--- config.mk ---
export PLATFORM = sky130hd
export DESIGN_NAME = counter
export DESIGN_NICKNAME = d
export VERILOG_FILES = /design/src/rtl/counter.sv
export SDC_FILE = /design/constraint.sdc
export NUM_CORES = 1
export LEC_CHECK = 0
export CORE_UTILIZATION = 38
export DETAILED_ROUTE_END_ITERATION = 12
export PLACE_DENSITY_LB_ADDON = 0.15
export SETUP_SLACK_MARGIN = 0.5
export SYNTH_ARGS = -nofsm -noshare
export SYNTH_HDL_FRONTEND = slang
export SYNTH_SLANG_ARGS = --single-unit
--- constraint.sdc ---
create_clock -name clk -period 1.75 [get_ports clk]
set_input_delay 0.35 -clock clk [delete_from_list [all_inputs] [get_ports clk]]
set_output_delay 0.35 -clock clk [all_outputs]
set_load 0.02 [all_outputs]
--- src/rtl/counter.sv ---
// rtl/counter.sv - stopwatch seconds counter: clk prescaler to 1 Hz tick, packed BCD 00-59
module counter #(
  parameter int CLK_FREQ = 100000000
) (
  input  logic       clk,
  input  logic       init_regs,
  input  logic       count_enabled,
  output logic [7:0] time_reading
);

  localparam int PW = (CLK_FREQ > 1) ? $clog2(CLK_FREQ) : 1;
  localparam logic [PW-1:0] PRESC_LAST = PW'(CLK_FREQ - 1);

  logic [PW-1:0] presc_q, presc_d;
  logic [3:0]    ones_q, ones_d;
  logic [3:0]    tens_q, tens_d;
  logic          tick;

  always_comb begin
    presc_d = presc_q;
    ones_d  = ones_q;
    tens_d  = tens_q;
    tick    = count_enabled && (presc_q == PRESC_LAST);

    // Pausing holds the prescaler so a resumed run finishes the partial second.
    if (count_enabled) begin
      presc_d = tick ? '0 : presc_q + 1'b1;
    end

    if (tick) begin
      if (ones_q != 4'd9) begin
        ones_d = ones_q + 4'd1;
      end else begin
        ones_d = 4'd0;
        tens_d = (tens_q == 4'd5) ? 4'd0 : tens_q + 4'd1;
      end
    end
  end

  always_ff @(posedge clk or posedge init_regs) begin
    if (init_regs) begin
      presc_q <= '0;
      ones_q  <= 4'd0;
      tens_q  <= 4'd0;
    end else begin
      presc_q <= presc_d;
      ones_q  <= ones_d;
      tens_q  <= tens_d;
    end
  end

  assign time_reading = {tens_q, ones_q};

endmodule

# After elaboration in Yosys (flattened, before gate mapping)
# Index checks and enable logic that the tools add are counted.
totals:
  ff_bits: 35
  in_bits: 3
  output_inout_bits: 8
  word_cells: 15
op_classes:
  n_addsub: 3
  n_eq_ne: 3
  muxes: 3
  bitwise: 1
  n_reduce_logical: 2
ops:
  columns: ["operator", "count"]
  rows:
  - ["27-bit by 1-bit adder with 27-bit output (second input constant)", 1]
  - ["27-bit equality test (second input constant)", 1]
  - ["27-bit two-way mux", 1]
  - ["4-bit by 1-bit adder with 4-bit output (second input constant)", 2]
  - ["4-bit two-way mux", 2]
  - ["4-bit by 3-bit equality test with 1-bit output (second input constant)", 1]
  - ["4-bit != test (second input constant)", 1]
  - ["2-bit AND reduction", 1]
  - ["1-bit logical AND", 1]
  - ["1-bit inverter", 1]

# Depth between registers and ports, before layout
# Gate-level depths: netlist of the first run.
logic_depth:
  depth_word: 3
  mapped_depth: 7
  ltp_nobuf: 5

# Least setup slack after synthesis of the first run
# Ideal clock, no wire load.
synth_timing:
  path_kind: "register to register"
  from: "reg presc_q[0]"
  to: "reg tens_q[1]"
  setup_time_ns: 0.128
  arrival_ns: 1.582
  required_time_ns: 1.622
  setup_slack_ns: 0.040
  stages_incl_launch_ff: 6
  n_path_buf: 0
  period_less_slack_ns: 1.710
  path_cell_list: "dfrtp_1 ha_1 and3_1 nand4_1 nor4_2 mux2_1"
synth_between:
  elab_chain_len: 3
synth_lines:
  columns: ["item", "line_no", "text"]
  rows:
  - ["start: declaration", "14", "logic [PW-1:0] presc_q, presc_d;"]
  - ["start signal: assignment", "46", "presc_q <= presc_d;"]
  - ["27-bit equality test", "23", "tick = count_enabled && (presc_q == PRESC_LAST);"]
  - ["1-bit logical AND", "23", null]
  - ["2-bit AND reduction (no line)", null, null]
  - ["end signal: assignment", "48", "tens_q <= tens_d;"]
  - ["end: declaration", "16", "logic [3:0] tens_q, tens_d;"]
# No other way between the ends.
# A chain may end at the register's enable or synchronous reset.

# Worst setup path after layout of the first run
layout_timing:
  from: "reg presc_q[25]"
  to: "reg tens_q[2]"
# Same word-level chain as after synthesis.

==> results of run 1 <==
==> layout make-up <==
type	count	area (um2)	area share [%]
multi-input combinational	138	1410	43.5
clock buffer	6	72.6	2.25
tap	67	83.8	2.60
inverter	8	30.0	0.931
sequential	35	881	27.3
timing repair buffer	83	754	23.4
==> per-layer routing <==
layer	routed length, um	global-route usage (%)
met5	0	0
met4	158	11.1
met3	140	4.83
met2	3120	40.2
met1	2290	24.9
==> what timing repair did <==
item                       4_1_cts  5_1_grt
setup endpoints to repair       41       37
buffers inserted                26       11
pin swaps                       31       21
gates resized for setup        104       38
gates cloned                     1        0
==> report_power, final <==
part / switching, uW / internal, uW
Clock: 280 / 265
Combinational: 186 / 261
Sequential: 61.2 / 869
Total: 527 / 1400
==> cells by family (layout without fill, tap and decap cells) <==
kind of cell / after synthesis / in the layout / share of synthesized area, %
and+or+nand+nor: 89 / 89 / 30.9
DFF: 35 / 35 / 45.6
xor gates and xnor gates: 20 / 20 / 9.11
adders and majority gates: 1 / 1 / 0.651
buffers and inverters: 12 / 97 / 2.99
muxes: 3 / 3 / 1.69
AOI/OAI and AO/OA: 25 / 25 / 9.12
==> sequential cells by signal (all words and copies together) (netlist names) <==
| register | cells |
|---|---|
| presc_q | 27 |
| ones_q | 4 |
| tens_q | 4 |
==> worst max-delay path, stage by stage, from the launching register on <==
cell     delay [ns]
dfrtp_1        0.43
nor4b_2        0.28
nand4_1        0.13
buf_6          0.16
o41a_1         0.39
a31o_1         0.19
==> how the worst min path moves through the flow <==
stage,start,to,slack [ns],cells past startpoint
global route,init_regs,presc_q[3]$_DFFE_PP0P_,0.51,3
finish,init_regs,presc_q[3]$_DFFE_PP0P_,0.46,3
CTS,init_regs,presc_q[3]$_DFFE_PP0P_,0.48,3
floorplan,presc_q[23]$_DFFE_PP0P_,presc_q[23]$_DFFE_PP0P_,0.44,1
global placement,presc_q[23]$_DFFE_PP0P_,presc_q[23]$_DFFE_PP0P_,0.48,1
detailed placement,presc_q[23]$_DFFE_PP0P_,presc_q[23]$_DFFE_PP0P_,0.50,1
==> through the flow <==
stage | utilization, % | hold WS (ns) | total power (uW) | setup TNS (ns)
4_1_cts | 62.2 | 0.481 | 1890 | 0
3_3_place_gp | 50.8 | 0.479 | 1210 | -7.49
5_1_grt | 67.4 | 0.515 | 2010 | -0.184
3_5_place_dp | 50.8 | 0.500 | 1220 | -8.86
2_1_floorplan | - | 0.441 | 1090 | 0
6_report | 67.4 | 0.460 | 1920 | 0
==> Yosys cell counts, drive strengths merged <==
library cell / count
or3: 2
o2111ai: 1
nand4: 12
and3: 4
and4bb: 1
and4: 4
nand2b: 2
nand3b: 2
xnor2: 11
o41ai: 1
mux2i: 1
nand3: 13
mux2: 2
and2: 5
inv: 8
a2bb2o: 1
buf: 4
o211ai: 1
nor4: 5
a21oi: 7
nor2b: 2
dfrtp: 35
xor2: 9
nor2: 9
o41a: 1
nand2: 10
o31ai: 4
nor3: 8
nor4b: 4
o22ai: 1
o21ai: 4
ha: 1
or4: 5
nor3b: 1
a31oi: 2
a31o: 2
==> impl_metrics.json, run 1 <==
{
  "final_nets": 275,
  "synth.distinct_cells": 49,
  "fin_ws_ns": 0.0433,
  "peakVddDrop_mv": 0.572,
  "synth_seq_cells": 35,
  "clock_latency_ns": 0.29,
  "synth_top_area_share_pct": 45.6,
  "grt_max_degree": 36,
  "num_rows": 25,
  "fill_cells": 372,
  "grt_pass1_vias": 1975,
  "pwr_density_cell_nw_per_um2": 596,
  "final_common_cell": "buf_4",
  "start_util_pct": 40.2,
  "cts_tree": "yes",
  "area_growth_pct": 67.9,
  "outcome": "complete, no violations",
  "port_buffers": 10,
  "vias_per_cell": 5.41,
  "place_ws_ns": -0.436,
  "die_y_um": 73.1,
  "crit_required_ns": 1.93,
  "hpwl_mm": 3.45,
  "drt-total-wl_mm": 5.70,
  "reg2reg_depth": 5,
  "ctsLongestPathBuffers": 2,
  "placed_cell_area_um2": 2430,
  "rsz0062_at_grt": "yes",
  "syn_area_um2": 1920,
  "clk_pin_slew_ns": 0.07,
  "dieArea_um2": 5350,
  "finalCritPeriodShare_pct": 97.5,
  "die_x_um": 73.1,
  "criticalPathCategory": "reg -> reg",
  "startpoint": "presc_q[25]$_DFFE_PP0P_",
  "tightest_slew_ns": 0.465,
  "drt_iter0_markers": 87,
  "slew_headroom_pct": 69.0,
  "worstReg2RegStart": "presc_q[25]$_DFFE_PP0P_",
  "setup_viol": 0,
  "cts_max_level": 2,
  "root_buffer": "clkbuf_8",
  "cts.sinks": 35,
  "leakagePower_uw": 0.00149,
  "yosysWarnings": 0,
  "start_kind": "flop",
  "clock.fmax_mhz": 586,
  "antennaDiodeCount": 0,
  "design.portCount": 11,
  "grt-ovfl-total": 0,
  "synthCells": 185,
  "drive_above_1_share_pct": 58.5,
  "synthTopCellsByArea": "dfrtp_1, xnor2_1, xor2_1",
  "fin_crit_ns": 1.71,
  "antenna_found_initial": 0,
  "dp_cells": 293,
  "final_cell_mix": "buf_4, dfrtp_1, buf_6",
  "grt_first_pass_wirelength_mm": 8.92,
  "cp-end-kind": "flop",
  "hp-class": "in -> async",
  "reg2reg_to": "tens_q[2]$_DFFE_PP0P_",
  "drt_first_pass_iters": 6,
  "place_congestion": 0.770,
  "yosysSeqAreaShare_pct": 45.6,
  "yosys.area.top_type": "dfrtp_1",
  "r2r_slack_ns": 0.04,
  "fin_area_um2": 3230,
  "ctsHoldBuffers": 0,
  "maxCapViolCount": 0,
  "cp.arrival_ns": 1.88,
  "drcViolationCount": 0,
  "synth_fp_nets": 189,
  "instances_no_fill": 337,
  "fin_skew_ns": 0.00446,
  "crit_end": "tens_q[2]$_DFFE_PP0P_",
  "finalHoldViolCount": 0,
  "route.detailed.wl_per_inst_um": 16.9,
  "fp.coreArea_um2": 4790,
  "cts-buffers-inserted": 5,
  "slew_viol_final": 0,
  "postRouteAntennaNets": 0,
  "crit_fanout": 4,
  "grt_usage_pct": 22.4,
  "vias": 1823,
  "avgSynthCellArea_um2": 10.4
}
Note: power is estimated with default switching activity, not from simulation.
==> inputs of run 2 (changes only) <==
--- a/config.mk
+++ b/config.mk
@@ -7,6 +7,7 @@
 export LEC_CHECK = 0
 export CORE_UTILIZATION = 38
 export DETAILED_ROUTE_END_ITERATION = 12
+export HOLD_SLACK_MARGIN = 0.02
 export PLACE_DENSITY_LB_ADDON = 0.15
 export SETUP_SLACK_MARGIN = 0.5
 export SYNTH_ARGS = -nofsm -noshare
==> results of run 2 <==
No change in the layout: final DEF, timing and power equal those of run 1.
